`src/rtl/seg_pkg.sv`:
```
// Shared segment patterns and select helpers for the 7-segment display blocks.
// Segment bytes are active-high: bit7 = dp, bits6..0 = g..a.
package seg_pkg;

    localparam int unsigned MAX_DIGITS = 8;

    localparam logic [7:0] SEG_0     = 8'h3F;
    localparam logic [7:0] SEG_1     = 8'h06;
    localparam logic [7:0] SEG_2     = 8'h5B;
    localparam logic [7:0] SEG_3     = 8'h4F;
    localparam logic [7:0] SEG_4     = 8'h66;
    localparam logic [7:0] SEG_5     = 8'h6D;
    localparam logic [7:0] SEG_6     = 8'h7D;
    localparam logic [7:0] SEG_7     = 8'h07;
    localparam logic [7:0] SEG_8     = 8'h7F;
    localparam logic [7:0] SEG_9     = 8'h6F;
    localparam logic [7:0] SEG_A     = 8'h77;
    localparam logic [7:0] SEG_B     = 8'h7C;
    localparam logic [7:0] SEG_C     = 8'h39;
    localparam logic [7:0] SEG_D     = 8'h5E;
    localparam logic [7:0] SEG_E     = 8'h79;
    localparam logic [7:0] SEG_F     = 8'h71;
    localparam logic [7:0] SEG_BLANK = 8'h00;

    // All-deselected pattern for an active-low select bus of width w.
    function automatic logic [MAX_DIGITS-1:0] cs_none(input int unsigned w);
        logic [MAX_DIGITS-1:0] m;
        m = '0;
        for (int unsigned k = 0; k < MAX_DIGITS; k++) begin
            if (k < w) m[k] = 1'b1;
        end
        return m;
    endfunction

endpackage

```
`src/rtl/seg7_decode.sv`:
```
// Nibble to 7-segment decoder (g..a, active-high).
// In decimal mode values 10..15 decode to dark.
module seg7_decode
    import seg_pkg::*;
(
    input  logic [3:0] nibble_i,
    input  logic       hex_mode_i,
    output logic [6:0] seg_o
);

    always_comb begin
        seg_o = SEG_BLANK[6:0];
        case (nibble_i)
            4'h0:    seg_o = SEG_0[6:0];
            4'h1:    seg_o = SEG_1[6:0];
            4'h2:    seg_o = SEG_2[6:0];
            4'h3:    seg_o = SEG_3[6:0];
            4'h4:    seg_o = SEG_4[6:0];
            4'h5:    seg_o = SEG_5[6:0];
            4'h6:    seg_o = SEG_6[6:0];
            4'h7:    seg_o = SEG_7[6:0];
            4'h8:    seg_o = SEG_8[6:0];
            4'h9:    seg_o = SEG_9[6:0];
            4'hA:    seg_o = SEG_A[6:0];
            4'hB:    seg_o = SEG_B[6:0];
            4'hC:    seg_o = SEG_C[6:0];
            4'hD:    seg_o = SEG_D[6:0];
            4'hE:    seg_o = SEG_E[6:0];
            4'hF:    seg_o = SEG_F[6:0];
            default: seg_o = SEG_BLANK[6:0];
        endcase
        if (!hex_mode_i && nibble_i > 4'd9) seg_o = SEG_BLANK[6:0];
    end

endmodule

```
`src/rtl/seg_scan_display.sv`:
```
// Time-multiplexed common-cathode 7-segment scan driver with dead time,
// blanking, blinking, decimal points and a per-frame input snapshot.
module seg_scan_display
    import seg_pkg::*;
#(
    parameter int unsigned NUM_DIGITS   = 4,
    parameter int unsigned SCAN_DIV     = 200,
    parameter int unsigned DEAD_CYCLES  = 2,
    parameter int unsigned BLINK_FRAMES = 64
) (
    input  logic                    CLK,
    input  logic                    RST,
    input  logic [4*NUM_DIGITS-1:0] Digit_Data,
    input  logic [NUM_DIGITS-1:0]   Dp_Mask,
    input  logic [NUM_DIGITS-1:0]   Blank_Mask,
    input  logic [NUM_DIGITS-1:0]   Blink_Mask,
    input  logic                    Hex_Mode,
    output logic [7:0]              Digitron_Out,
    output logic [NUM_DIGITS-1:0]   DigitronCS_Out,
    output logic                    Frame_Pulse
);

    localparam int unsigned CW = (SCAN_DIV > 1) ? $clog2(SCAN_DIV) : 1;
    localparam int unsigned IW = (NUM_DIGITS > 1) ? $clog2(NUM_DIGITS) : 1;
    localparam int unsigned BW = (BLINK_FRAMES > 1) ? $clog2(BLINK_FRAMES) : 1;

    localparam logic [CW-1:0] CNT_LAST = CW'(SCAN_DIV - 1);
    localparam logic [IW-1:0] IDX_LAST = IW'(NUM_DIGITS - 1);
    localparam logic [BW-1:0] BLK_LAST = BW'(BLINK_FRAMES - 1);
    localparam logic [CW:0]   DEAD_W   = (CW + 1)'(DEAD_CYCLES);

    localparam logic [MAX_DIGITS-1:0] CS_FULL = cs_none(NUM_DIGITS);
    localparam logic [NUM_DIGITS-1:0] CS_ALL  = CS_FULL[NUM_DIGITS-1:0];

    logic [CW-1:0] count_q, count_d;
    logic [IW-1:0] idx_q, idx_d;
    logic [BW-1:0] bcnt_q, bcnt_d;
    logic          phase_q, phase_d;

    logic [4*NUM_DIGITS-1:0] snap_data_q, snap_data_d;
    logic [NUM_DIGITS-1:0]   snap_dp_q, snap_dp_d;
    logic [NUM_DIGITS-1:0]   snap_blank_q, snap_blank_d;
    logic [NUM_DIGITS-1:0]   snap_blink_q, snap_blink_d;
    logic                    snap_hex_q, snap_hex_d;
    logic                    snap_phase_q, snap_phase_d;

    logic [7:0]            seg_q, seg_d;
    logic [NUM_DIGITS-1:0] cs_q, cs_d;
    logic                  fp_q, fp_d;

    logic                    frame_start;
    logic [4*NUM_DIGITS-1:0] eff_data;
    logic [NUM_DIGITS-1:0]   eff_dp, eff_blank, eff_blink;
    logic                    eff_hex, eff_phase;

    logic [3:0]            nib;
    logic                  cur_dp, cur_blank, cur_blink;
    logic [NUM_DIGITS-1:0] sel_oh;
    logic [6:0]            dec_seg;
    logic                  dark;

    assign frame_start = (count_q == '0) && (idx_q == '0);

    // The frame's first slot is rendered from the values being captured,
    // so every slot of a frame sees one consistent input set.
    assign eff_data  = frame_start ? Digit_Data : snap_data_q;
    assign eff_dp    = frame_start ? Dp_Mask    : snap_dp_q;
    assign eff_blank = frame_start ? Blank_Mask : snap_blank_q;
    assign eff_blink = frame_start ? Blink_Mask : snap_blink_q;
    assign eff_hex   = frame_start ? Hex_Mode   : snap_hex_q;
    assign eff_phase = frame_start ? phase_q    : snap_phase_q;

    always_comb begin
        nib       = 4'h0;
        cur_dp    = 1'b0;
        cur_blank = 1'b0;
        cur_blink = 1'b0;
        sel_oh    = '0;
        for (int k = 0; k < int'(NUM_DIGITS); k++) begin
            if (idx_q == IW'(k)) begin
                nib       = eff_data[4*k +: 4];
                cur_dp    = eff_dp[k];
                cur_blank = eff_blank[k];
                cur_blink = eff_blink[k];
                sel_oh[k] = 1'b1;
            end
        end
    end

    seg7_decode u_dec (
        .nibble_i   (nib),
        .hex_mode_i (eff_hex),
        .seg_o      (dec_seg)
    );

    always_comb begin
        count_d = count_q + CW'(1);
        idx_d   = idx_q;
        if (count_q == CNT_LAST) begin
            count_d = '0;
            idx_d   = (idx_q == IDX_LAST) ? '0 : idx_q + IW'(1);
        end
    end

    always_comb begin
        bcnt_d       = bcnt_q;
        phase_d      = phase_q;
        snap_data_d  = snap_data_q;
        snap_dp_d    = snap_dp_q;
        snap_blank_d = snap_blank_q;
        snap_blink_d = snap_blink_q;
        snap_hex_d   = snap_hex_q;
        snap_phase_d = snap_phase_q;
        if (frame_start) begin
            snap_data_d  = Digit_Data;
            snap_dp_d    = Dp_Mask;
            snap_blank_d = Blank_Mask;
            snap_blink_d = Blink_Mask;
            snap_hex_d   = Hex_Mode;
            snap_phase_d = phase_q;
            if (bcnt_q == BLK_LAST) begin
                bcnt_d  = '0;
                phase_d = ~phase_q;
            end else begin
                bcnt_d = bcnt_q + BW'(1);
            end
        end
    end

    always_comb begin
        dark = ({1'b0, count_q} < DEAD_W) || cur_blank
            || (cur_blink && eff_phase);
        seg_d = dark ? SEG_BLANK : {cur_dp, dec_seg};
        cs_d  = dark ? CS_ALL : ~sel_oh;
        fp_d  = frame_start;
    end

    always_ff @(posedge CLK) begin
        if (RST) begin
            count_q      <= '0;
            idx_q        <= '0;
            bcnt_q       <= '0;
            phase_q      <= 1'b0;
            snap_data_q  <= '0;
            snap_dp_q    <= '0;
            snap_blank_q <= '0;
            snap_blink_q <= '0;
            snap_hex_q   <= 1'b0;
            snap_phase_q <= 1'b0;
            seg_q        <= SEG_BLANK;
            cs_q         <= CS_ALL;
            fp_q         <= 1'b0;
        end else begin
            count_q      <= count_d;
            idx_q        <= idx_d;
            bcnt_q       <= bcnt_d;
            phase_q      <= phase_d;
            snap_data_q  <= snap_data_d;
            snap_dp_q    <= snap_dp_d;
            snap_blank_q <= snap_blank_d;
            snap_blink_q <= snap_blink_d;
            snap_hex_q   <= snap_hex_d;
            snap_phase_q <= snap_phase_d;
            seg_q        <= seg_d;
            cs_q         <= cs_d;
            fp_q         <= fp_d;
        end
    end

    assign Digitron_Out   = seg_q;
    assign DigitronCS_Out = cs_q;
    assign Frame_Pulse    = fp_q;

endmodule

```
`config.mk`:
```
export PLATFORM = sky130hd
export DESIGN_NAME = seg_scan_display
export DESIGN_NICKNAME = d
export VERILOG_FILES = /design/src/rtl/seg_pkg.sv /design/src/rtl/seg7_decode.sv /design/src/rtl/seg_scan_display.sv
export SDC_FILE = /design/constraint.sdc
export NUM_CORES = 1
export LEC_CHECK = 0
export ABC_AREA = 1
export CORE_MARGIN = 10
export CORE_UTILIZATION = 30
export CTS_BUF_LIST = sky130_fd_sc_hd__clkbuf_16
export CTS_CLUSTER_DIAMETER = 80
export DETAILED_ROUTE_END_ITERATION = 12
export GPL_TIMING_DRIVEN = 0
export PLACE_DENSITY_LB_ADDON = 0.15
export SLEW_MARGIN = 40
export SYNTH_ARGS = -nofsm -noshare
export SYNTH_HDL_FRONTEND = slang
export SYNTH_SLANG_ARGS = --single-unit
```
`constraint.sdc`:
```
create_clock -name CLK -period 3.4 [get_ports CLK]
set_input_delay 1.02 -clock CLK [delete_from_list [all_inputs] [get_ports CLK]]
set_output_delay 1.02 -clock CLK [all_outputs]
set_load 0.005 [all_outputs]
```
-- After elaboration in Yosys (flattened, before gate mapping)
Memory sizes are Yosys's and may differ from the RTL's. A register that Yosys moved wholly into a read port is not among the register bits.
Cells that the tools add are included.
- flip-flop bits (word level): 53
- ROM bits: 112
- input port bits: 31
- output and inout bits: 13
- logic and storage cells: 66
- memories kept: 1
- $add $sub $neg: 3
- $lt $le $gt $ge: 2
- eq/ne operators: 5
- mux-type cells: 28
- bitwise gates (word level): 2
- reduce and logical (&&, ||, !) cells: 12
- memories (memory ; depth ; width ; rd ports ; clocked after memory_dff ; wr ports ; RTL line ; text):
    (name not given) ; 16 ; 7 ; 1 ; 1 ; 0 ; seg7_decode.sv:13 ; case (nibble_i)
- operators by type and width (cell ; number):
    2-to-1 mux 4 bit ; 7
    2-to-1 mux 1 bit ; 18
    2-to-1 mux 16 bit ; 1
    adder 8 x 1 -> 8 bit (second input constant) ; 1
    == test 8 bit (second input constant) ; 1
    logical NOT 8 bit ; 1
    < comparator 8 x 2 -> 1 bit (second input constant) ; 1
    adder 6 x 1 -> 6 bit (second input constant) ; 1
    == test 6 bit (second input constant) ; 1
    2-to-1 mux 6 bit ; 1
    == test 2 bit (second input constant) ; 2
    greater-than comparator 4 bit (second input constant) ; 1
    inverter 4 bit ; 1
    OR reduction 2 bit ; 2
    logical AND 1 bit ; 3
    OR reduction 3 bit ; 1
    adder 2 x 1 -> 2 bit (second input constant) ; 1
    == test 2 x 1 -> 1 bit (second input constant) ; 1
    logical NOT 2 bit ; 1
    logical OR 1 bit ; 2
    2-to-1 mux 2 bit ; 1
    AND reduction 2 bit ; 1
    logical NOT 1 bit ; 1
    inverter 1 bit ; 1

-- Logic depth before layout (Yosys ltp)
- depth in word-level cells: 10
- mapped depth: 21
- gate-level depth less buffers: 19

-- Modules after synthesis
Synthesis repeated with hierarchy kept, for this count alone.
- cells, all modules: 409
- area, all modules: 2964.1 µm²
- modules (own cells, without submodules) (module ; times used ; cells an instance ; area an instance (µm²) ; seq. area each (µm²)):
    seg_scan_display ; 1 ; 349 ; 2615.0 ; 1201.2
    seg7_decode ; 1 ; 60 ; 349.1 ; 0.0

-- Worst setup path before layout
No wires, ideal clock.
- kind: register to register
- from: reg idx_q[0]
- to: reg seg_q[4], in the netlist Digitron_Out[4]
- setup time: 117 ps
- data arrival time: 2745 ps
- required time: 3283 ps
- setup slack: 538 ps
- cell stages (with the launch flop): 21
- path buffers: 3
- period minus slack after synthesis: 2862 ps
- cells stage by stage: dfxtp_1 > inv_1 > ha_1 > nand2_1 > nor2_2 > nand2_2 > buf_6 > buf_6 > buf_6 > o21ai_1 > o22ai_1 > nand2_1 > o211ai_1 > o21ai_1 > inv_2 > ha_1 > or2_2 > nand3_1 > nand3_2 > nand2_4 > nor2_2
- longest elaborated chain between the ends: 10
- elaborated cells between the ends (all ways): 29
- classes of those cells: 1 x order compare; 3 x eq/ne; 17 x mux; 8 x reduce/logical
- RTL lines (what ; RTL line ; text):
    from (decl) ; seg_scan_display.sv:36 ; logic [IW-1:0] idx_q, idx_d;
    from (signal assigned) ; seg_scan_display.sv:155 ; idx_q <= idx_d;
    logical NOT 2 bit ; seg_scan_display.sv:62, seg_scan_display.sv:80 ;
    logical AND 1 bit ; seg_scan_display.sv:62 ; assign frame_start = (count_q == '0) && (idx_q == '0);
    2-to-1 mux 16 bit or 2-to-1 mux 4 bit (tied branches) ; n/a ;
    2-to-1 mux 4 bit or 2-to-1 mux 1 bit (tied branches) (4 in series) ; seg_scan_display.sv:80 ; if (idx_q == IW'(k)) begin
    greater-than comparator 4 bit, or another cell as far along ; seg7_decode.sv:32 ; if (!hex_mode_i && nibble_i > 4'd9) seg_o = SEG_BLANK[6:0];
    logical AND 1 bit or logical OR 1 bit (tied branches) ; seg7_decode.sv:32, seg_scan_display.sv:132 ;
    OR reduction 3 bit (no line) ; n/a ;
    to (decl) ; seg_scan_display.sv:47 ; logic [7:0] seg_q, seg_d;
Parallel ways exist; a longest one is shown, timed or not.
A chain may end at the register's enable or synchronous reset.

-- Final worst setup path
- from: reg idx_q[1]
- to: reg seg_q[4], in the netlist Digitron_Out[4]
Same word-level chain as after synthesis.

==> metrics.txt <==
status=finished clean; Iter 0 DRT Violations=around 90; Synth Cell Area=approximately 3000 µm²; DRT Pass-1 Iters=4; Netlist cell types=36; largest net degree at the start of global routing=11; Setup WS pre-CTS=-52.0 ps; slowest stage delay, CP=320 ps; Via Count=about 2600; Syn. warnings=0; Final Setup Violations=0; top cells by area, synth=dfxtp_1 40%, nand2_1 12%, inv_1 6.5%; # rows=36; EDFF count, synth=0; fmax=about 0.32 GHz; Final Wtd Congestion=slightly above 0.8; Worst EP arrival=3350 ps; Yosys top cell by area=dfxtp_1; number of post-CTS setup repair buffers=0; RSZ-0062 raised after global routing=false; H-tree level count=3; Syn Nets=456; CTS hold repair buffers=0; post-synth top area share=0.401; total global routing track utilization=0.107; maxcap violations=0; total power=approximately 2200 µW; register area share after synthesis=0.401; Clock Root Buffer=clkbuf_16; die width=120 µm; commonest cells in the synthesized netlist=94 x nand2_1, 60 x dfxtp_1, 52 x inv_1, 46 x nor2_1, 37 x nand3_1; die height=120 µm; final antenna-violating net count=0; CTS Buffer Depth=2; core footprint=approximately 10000 µm²; # fillers=approximately 1100; Die ar.=approximately 14000 µm²; Synth Flop Type=dfxtp_1; HPWL after detailed placement=around 5500 µm; Fin. Hold Viols=0; cell repeated most along the worst path=buf_6; worst-margin pin slew=between 500 and 600 ps; final period utilization=0.922; Pint=about 1600 µW; Remaining DRCs=0; Post-Route WL=7290 µm; Rel. slew slack=0.635; Layout Area Growth over Synthesis=30.5%; setup ws final=~260 ps; vias per cell=4.26; max-slew violation count=0; vias in the first global route=2590; Period minus WS final=around 3100 ps; ys async rst share=0; Avg WL per Cell=around 12 µm; count leader, synth=nand2_1; ratio of cells with drive above 1 in the final layout=0.122; Comb power frac=0.209; later-pin clock latency in the skew report=roughly 330 ps; area of placed instances=3580 µm²; CP bufs+invs=5; Setup CP Type=reg2reg; Clock Power Share=0.432; clock transition at the registers of the reported paths=50 ps; footprint of the multi-input gates=1500 µm²; Worst Hold Class=reg2reg; synthesized area per cell=roughly 7.3 µm²; grt ovf=0; CTS buffer count=9; cell breakdown of the critical path=inv_1, ha_4, nand2_1, nor2_4, nand2_2, buf_6, buf_6, buf_6, o21ai_1, o22ai_1, nand2_1, o211ai_1, o21ai_2, inv_2, ha_1, or2_2, nand3_1, nand3_2, nand2_4, nor2_2; Post-Route Utilization=0.400; Peak VDD IR=281 µV; Mapped Cells=about 410; number of I/O port buffers=between 40 and 50; kind of end point of the critical path=register; n_diodes=0; worst-path fanout max=10; initial antenna violation count=0; Nets=just over 500; initial core utilization=0.307; Fin Clk Skew=around 9 ps; first-pass GRT wire length=between 10000 and 15000 µm; worst-case hold slack=446 ps; I/O pin total=44; Pleak=approximately 0.0017 µW; CTS tree=built; Switching Share=0.273; Pwr Density=between 500 and 600 nW/µm²; register area=approximately 1200 µm²; fin area=about 3900 µm²; Yosys reg bits=60; worst endpoint required time=about 3600 ps; Net Sw Power=593 µW; Setup crit start kind=register; clk sink count=60; Critical Path Slowest Stage Cell=dfxtp_1; Top delay family on crit path=simple AND/OR/NAND/NOR gates; Seq pwr share=0.359
sequential cells by signal, summed over array words and instances (netlist names):
name,cells
bcnt_q,6
phase_q,1
Frame_Pulse,1
count_q,8
snap_dp_q,4
Digitron_Out,8
snap_data_q,16
DigitronCS_Out,4
snap_phase_q,1
snap_blink_q,4
idx_q,2
snap_blank_q,4
snap_hex_q,1
tightest hold or removal path, stage by stage (launching register included):
cell     delay, ps
dfxtp_1        300
inv_1           50
a21oi_1         50
routing by layer:
layer | track usage | wire (µm) | part of all wire
met1 | 0.131 | 3510 | 0.48
met2 | 0.172 | 3350 | 0.46
met3 | 0.0286 | 352 | 0.048
met4 | 0.0483 | 82 | 0.011
met5 | 0 | 0 | 0
final timing paths:
kind,start,end,slack [ps],depth (start not counted)
setup / recovery,idx_q[1],Digitron_Out[4],260,20
hold / removal,bcnt_q[4],bcnt_q[4],450,2
setup reg to reg,idx_q[1],Digitron_Out[4],260,20
hold reg to reg,bcnt_q[4],bcnt_q[4],450,2
power by group through the flow:
stage / Clock, µW / Sequential, µW / Combinational [µW]
after global placement: 0 / 793 / 451
after detailed placement: 0 / 795 / 454
after floorplan: 0 / 793 / 324
after CTS: 963 / 781 / 459
after global routing: 997 / 787 / 521
final: 939 / 780 / 454
kinds of logic (layout without fill, tap and decap cells):
group | count (synthesis) | count (layout) | synth area share
muxes | 4 | 4 | 0.0134
adders and majority gates | 14 | 14 | 0.0584
xor gates and xnor gates | 4 | 4 | 0.0117
AOI/OAI and AO/OA | 46 | 46 | 0.0964
buffers and inverters | 73 | 131 | 0.108
and+or+nand+nor | 210 | 210 | 0.312
DFF | 60 | 60 | 0.401
per-stage QoR:
step	cells	TNS, ps
finish	602	0
detailed placement	586	-212
global route	602	0
global placement	586	-151
CTS	602	0
floorplan	411	0
cells in the final DEF, fill, tap and decap left out, types with 2 or more instances in the layout:
master           instances
a21oi_1                 15
a21oi_2                  5
a21oi_4                  2
buf_2                    3
buf_6                    6
bufinv_16                2
clkbuf_1                 4
clkbuf_16                9
clkdlybuf4s50_1         42
clkinv_1                 4
clkinv_2                 2
dfxtp_1                 60
ha_1                    13
inv_1                   51
inv_2                    8
mux2i_1                  4
nand2_1                 94
nand2_2                  7
nand2_4                  2
nand3_1                 37
nand3b_1                 3
nor2_1                  46
nor2_4                   2
nor3_1                   6
nor3b_1                  2
nor4_1                   2
o211ai_1                 2
o21ai_0                 12
o21ai_1                  4
o21ai_2                  3
o22ai_1                  2
or2_0                    2
or2_2                    3
xor2_1                   3
final cells by class:
class | instances | area share
plain buffers | 13 | 0.0249
clock buffers | 9 | 0.0576
clock inverters | 7 | 0.0208
inverters | 60 | 0.0576
multi-input cells | 278 | 0.382
flip-flops and latches | 60 | 0.307
well taps | 133 | 0.0425
repair buffers | 42 | 0.107
timing repair:
| action | CTS | global route |
|---|---|---|
| resized for setup | 1 | 4 |
| endpoints found under the setup margin | 6 | 7 |
| pin swaps | 0 | 0 |
| gates cloned | 0 | 0 |
No activity file was read; power rests on OpenSTA's default activity.
